`config.mk`:
```
export PLATFORM = sky130hd
export DESIGN_NAME = pipe_register
export DESIGN_NICKNAME = d
export VERILOG_FILES = /design/src/rtl/pipe_register.sv
export SDC_FILE = /design/constraint.sdc
export NUM_CORES = 1
export LEC_CHECK = 0
export ABC_CLOCK_PERIOD_IN_PS = 3400
export BUFFER_PORTS_ARGS = -buffer_cell sky130_fd_sc_hd__buf_2
export CORE_ASPECT_RATIO = 1.1
export CORE_MARGIN = 2
export CORE_UTILIZATION = 56
export DETAILED_ROUTE_END_ITERATION = 6
export PLACE_DENSITY = 0.83
export SYNTH_ARGS = -nofsm -noshare
export SYNTH_HDL_FRONTEND = slang
export SYNTH_SLANG_ARGS = --single-unit
```
`constraint.sdc`:
```
create_clock -name clk -period 3.4 [get_ports clk]
set_input_delay 0.17 -clock clk [delete_from_list [all_inputs] [get_ports clk]]
set_output_delay 0.17 -clock clk [all_outputs]
set_load 0.02 [all_outputs]
```
`src/rtl/pipe_register.sv`:
```
// DEPTH-stage valid/ready pipeline register with clock enable and flush.
// Define PIPE_REGISTER_OCCUPANCY_EN to add the registered occupancy port.
module pipe_register #(
  parameter int                    WORD_WIDTH  = 32,
  parameter int                    DEPTH       = 2,
  parameter logic [WORD_WIDTH-1:0] RESET_VALUE = '0
) (
  input  logic                  clk,
  input  logic                  reset,
  input  logic                  clk_en,
  input  logic                  flush,
  input  logic                  s_valid,
  output logic                  s_ready,
  input  logic [WORD_WIDTH-1:0] s_data,
  output logic                  m_valid,
  input  logic                  m_ready,
  output logic [WORD_WIDTH-1:0] m_data
`ifdef PIPE_REGISTER_OCCUPANCY_EN
  ,
  output logic [$clog2(DEPTH+1)-1:0] occupancy
`endif
);

  logic [DEPTH-1:0]                 r_valid;
  logic [DEPTH-1:0][WORD_WIDTH-1:0] r_data;
  logic [DEPTH-1:0]                 w_adv;
  logic                             w_room;
  logic                             w_in_fire;

  // Walk from the output side: each stage learns whether the next one frees up.
  always_comb begin : adv_chain
    logic room;
    logic adv;
    w_adv = '0;
    room  = m_ready && clk_en;
    for (int k = DEPTH - 1; k >= 0; k--) begin
      adv      = r_valid[k] && room;
      w_adv[k] = adv;
      room     = !r_valid[k] || adv;
    end
    w_room = room;
  end

  assign s_ready   = clk_en && !flush && w_room;
  assign w_in_fire = s_valid && s_ready;
  assign m_valid   = r_valid[DEPTH-1] && clk_en;
  assign m_data    = r_data[DEPTH-1];

  always_ff @(posedge clk) begin
    if (reset) begin
      r_valid <= '0;
      r_data  <= {DEPTH{RESET_VALUE}};
    end else if (clk_en) begin
      if (flush) begin
        r_valid <= '0;
      end else begin
        r_valid[0] <= w_in_fire || (r_valid[0] && !w_adv[0]);
        if (w_in_fire) r_data[0] <= s_data;
        for (int k = 1; k < DEPTH; k++) begin
          r_valid[k] <= w_adv[k-1] || (r_valid[k] && !w_adv[k]);
          if (w_adv[k-1]) r_data[k] <= r_data[k-1];
        end
      end
    end
  end

`ifdef PIPE_REGISTER_OCCUPANCY_EN
  localparam int OW = $clog2(DEPTH + 1);

  logic          w_out_fire;
  logic [OW-1:0] r_occ;

  assign w_out_fire = w_adv[DEPTH-1];
  assign occupancy  = r_occ;

  always_ff @(posedge clk) begin
    if (reset) begin
      r_occ <= '0;
    end else if (clk_en) begin
      if (flush)
        r_occ <= '0;
      else if (w_in_fire && !w_out_fire)
        r_occ <= r_occ + OW'(1);
      else if (!w_in_fire && w_out_fire)
        r_occ <= r_occ - OW'(1);
    end
  end
`endif

endmodule

```
# ---- Yosys cells after proc, flatten, opt, wreduce, memory -nomap -nowiden
# Index checks and enable logic that the tools add are counted.
dict set report totals {
  regBits 66
  output_inout_bits 34
}
dict set report op_classes {
  bitwise_logic 1
  reduce_logical 20
  n_mux 1
}
# operator count
set ops {}
lappend ops {{$logic_and 1x1->1} 9}
lappend ops {{$reduce_and 3->1} 2}
lappend ops {{$logic_not 1->1} 5}
lappend ops {{$logic_or 1x1->1} 4}
lappend ops {{$mux 2} 1}
lappend ops {{$not 1->1} 1}

# ---- Depth between registers and ports, before layout
dict set report logic_depth {
  ltp_word 9
  depth_mapped 5
  depth_no_buf 3
}

# ---- Worst setup path after synthesis
# Ideal clock, no wire load.
dict set report synth_path {
  kind {register to output}
  from {register r_valid[1]}
  to {output s_ready}
  slack_ns 1.934
  t_arrival_ns 1.296
  path_stages_with_launch 5
  t_required_ns 3.230
  n_path_buf 2
  cell_sequence {dfxtp_1 nor2b_4 buf_6 clkbuf_1 a211oi_1}
}
dict set report synth_between {
  elab_chain_cells 5
  word_cells_on_any_way 6
}
# item line
set synth_rtl {}
lappend synth_rtl {{from (decl)} 24} ;# logic [DEPTH-1:0] r_valid;
lappend synth_rtl {{from (signal, indexed assignment)} 60} ;# r_valid[k] <= w_adv[k-1] || (r_valid[k] && !w_adv[k]);
lappend synth_rtl {{$logic_not 1->1 / $logic_and 1x1->1 (equally long branches)} {39, 37}}
lappend synth_rtl {{$logic_or 1x1->1 *} 39} ;# room = !r_valid[k] || adv;
lappend synth_rtl {{$logic_and 1x1->1 *} 37} ;# adv = r_valid[k] && room;
lappend synth_rtl {{$logic_or 1x1->1 *} 39}
lappend synth_rtl {{$logic_and 1x1->1 *} 44} ;# assign s_ready = clk_en && !flush && w_room;
lappend synth_rtl {{to (decl)} 13} ;# output logic s_ready,
# Mark *: on every way between the ends. The rest lies on a longest branch, timed or not.

# ---- Worst setup path in the final report
dict set report layout_path {
  from {register r_valid[1]}
  to {register r_data[5] (netlist bit)}
}
dict set report layout_between {
  elab_chain_cells 7
  word_cells_on_any_way 8
}
# item line
set layout_rtl {}
lappend layout_rtl {{$logic_not 1->1 / $logic_and 1x1->1 (equally long branches)} {39, 37}}
lappend layout_rtl {{$logic_or 1x1->1 *} 39}
lappend layout_rtl {{$logic_and 1x1->1 *} 37}
lappend layout_rtl {{$logic_or 1x1->1 *} 39}
lappend layout_rtl {{$logic_and 1x1->1 *} 44}
lappend layout_rtl {{$logic_and 1x1->1 *} 45} ;# assign w_in_fire = s_valid && s_ready;
lappend layout_rtl {{$reduce_and 3->1 (no source line) *} --}
lappend layout_rtl {{to (signal assigned)} 52} ;# r_data <= {DEPTH{RESET_VALUE}};
lappend layout_rtl {{to (signal, indexed assignment)} 61} ;# if (w_adv[k-1]) r_data[k] <= r_data[k-1];
lappend layout_rtl {{to (decl)} 25} ;# logic [DEPTH-1:0][WORD_WIDTH-1:0] r_data;
# Marked as above.
# A chain may end at the register's enable or synchronous reset.

==> impl_results.md <==
- Synthesized cell area: around 3100 um^2
- Syn Inst Count: 327
- Starting Density: 57.8%
- Overflow left after global routing: 0
- Top cells by area, synth: dfxtp_1 (43%), nand2b_1 (13%), mux2i_1 (10%), buf_4 (7.8%), nor2b_1 (6.5%)
- CP max FO: 35
- Share of layout cells above drive strength 1: approximately 26%
- Number of global-route vias before repair: slightly below 2000
- Critical path arrival: approximately 2.1 ns
- Fin Clk Skew: around 0.0063 ns
- Clk root buf: clkbuf_8
- Yosys reg bits: between 60 and 70
- PwrDens: around 440 nW/um^2
- Hold crit path type: input pin to flip-flop
- Drt first pass iters: 4
- Antenna-violating nets left: 0
- Number of remaining DRC errors: 0
- Status: finished clean
- Seq/Total Area, Yosys: roughly 43%
- Post-synth EDFFs: 0
- Core Region: approximately 5300 um^2
- Clock Pin Slew Worst Setup and Hold Paths: about 0.070 ns
- Cell with the most instances after synthesis: dfxtp_1
- PortBufs: about 70
- RSZ-0062 raised after global routing: false
- Worst slew pin tran: 0.726 ns
- CTS Sinks: between 60 and 70
- Antenna fix cells: 0
- Via count: between 2000 and 2500
- Fin. Hold Viols: 0
- DR iter-0 viols: 82
- Final Max Slew Viols: 0
- Syn. warnings: 0
- Clock Latency Late Sink: about 0.34 ns
- Worst EP required: around 3.6 ns
- Gr usage total: a little under a fifth
- Startpoint Class: flip-flop
- Final setup violation count: 0
- Synth top cells by count: dfxtp_1 (66), nand2b_1 (64), o21ai_0 (35)
- CTS tree: yes
- Synth async-reset ratio: 0%
- Fin crit share: 55.8%
- Worst vdd ir: approximately 0.21 mV
- Achievable Freq: roughly 0.53 GHz
- Setup TNS: 0 ns
- Top FF cell, synth: dfxtp_1
- Fin nets: ~400
- Leakage: roughly 1.3 nW
- Unique masters post-synth: 22
- Multi-input logic area: around 1300 um^2
- Placed Area: about 3100 um^2
- Fill cells: 477
- Syn Area/Cell: 9.41 um^2
- Synthesis-to-layout area growth: 7.69%
- Share of the synthesized area in the top cell type: 43.0%
- Cts hold-fix bufs: 0
- Max_cap viols: 0
- H-Tree Depth: 3
- Final wirelength: 5.39 mm
- Pin count of the biggest net entering global routing: 56
- Register area: ~1300 um^2
- Post-CTS sizing: 0
- Gpl congestion: approximately 0.85
- Total die area: just over 6000 um^2
- Crit Path Category: flip-flop to flip-flop
- Syn nets: 365
- Fin crit period: between 1.5 and 2 ns
- Die X: ~75 um
- First-pass GRT wire length: 8.51 mm
- Wire per inst: roughly 12 um
- Top cell type by total area after synthesis: dfxtp_1
- Final Instance Area: 3310 um^2
- Post-CTS Setup Inserts: 0
- DP HPWL: around 3.4 mm
- Die Y: between 80 and 90 um
- Via/cell ratio: between 4 and 5
- Initial antenna violation count: 0
- CTS buffer count: 9
- Num rows: 28
- Rel. slew slack: around half
- Io pins: between 70 and 80
- Worst Setup End Kind: flip-flop
- Clk buf depth: 2
-- state kept, by name, summed over array words and instances (netlist names) --
name and count:
r_data 32, r_valid 2, m_data 32
-- final timing paths --
path | from | slack, ns | depth (start not counted) | end
setup reg to reg | r_valid[1]$_SDFFE_PP0P_ | 1.50 | 4 | r_data[5]$_SDFFE_PP0P_
hold / removal | s_data[16] | 0.09 | 3 | r_data[16]$_SDFFE_PP0P_
setup / recovery | r_valid[1]$_SDFFE_PP0P_ | 1.50 | 4 | r_data[5]$_SDFFE_PP0P_
hold reg to reg | r_data[8]$_SDFFE_PP0P_ | 0.47 | 2 | m_data[8]$_SDFFE_PP0P_
-- power breakdown --
group	leakage (nW)	switching, W	internal [W]
Clock	0.0851	0.000287	0.000280
Combinational	0.714	0.0000483	0.0000470
Sequential	0.534	0.00000430	0.000787
Total	1.33	0.000339	0.00111
-- through the flow --
step	worst slack, ns	total power (W)	util [%]	hold slack, ns	instances
finish	1.50	0.00145	62.2	0.0861	437
global route	1.35	0.00151	62.2	0.0859	437
global placement	1.55	0.000903	59.0	0.437	421
CTS	1.48	0.00147	62.2	0.0730	437
detailed placement	1.50	0.000905	59.0	0.440	421
floorplan	1.93	0.000876	-	0.326	327
-- per-layer routing --
layer  part of all wire [%]  wire, um  track usage [%]
met3                    4.9       266             4.91
met2                     47      2560             29.9
met4                    2.5       135             11.8
met1                     45      2430             21.3
met5                      0         0                0
-- cells by family after synthesis --
group / share of synthesized area, %
AND/OR/NAND/NOR: 21.4
AO/OA/AOI/OAI: 11.8
flip-flops: 43.0
multiplexers: 10.4
buffers and inverters: 13.3
-- area by class of cell --
type | instances | area share [%]
multi-input combinational | 205 | 40.6
sequential | 66 | 39.9
timing repair buffer | 74 | 11.4
clock buffer | 11 | 4.27
tap | 75 | 2.83
clock inverter | 5 | 0.907
inverter | 1 | 0.113
-- critical path, stage by stage, from the launching register on --
cell     delay (ns)
dfxtp_1        0.36
nor2b_4        0.63
a21oi_4        0.31
buf_4          0.33
mux2i_1        0.15
-- layout by cell type (no fill, tap or decap), drive strengths merged --
| master | Yosys | final |
|---|---|---|
| buf | 39 | 74 |
| dfxtp | 66 | 66 |
| o21ai | 66 | 66 |
| nand2b | 64 | 64 |
| nor2b | 33 | 33 |
| mux2i | 32 | 32 |
| clkbuf | 16 | 11 |
| clkinv | 0 | 3 |
| a21oi | 3 | 3 |
| clkinvlp | 0 | 2 |
| nand3b | 2 | 2 |
| inv | 1 | 1 |
| a211oi | 1 | 1 |
| and2 | 1 | 1 |
| or2 | 1 | 1 |
| nand2 | 1 | 1 |
| nor3b | 1 | 1 |
No activity file was read; power rests on OpenSTA's default activity.
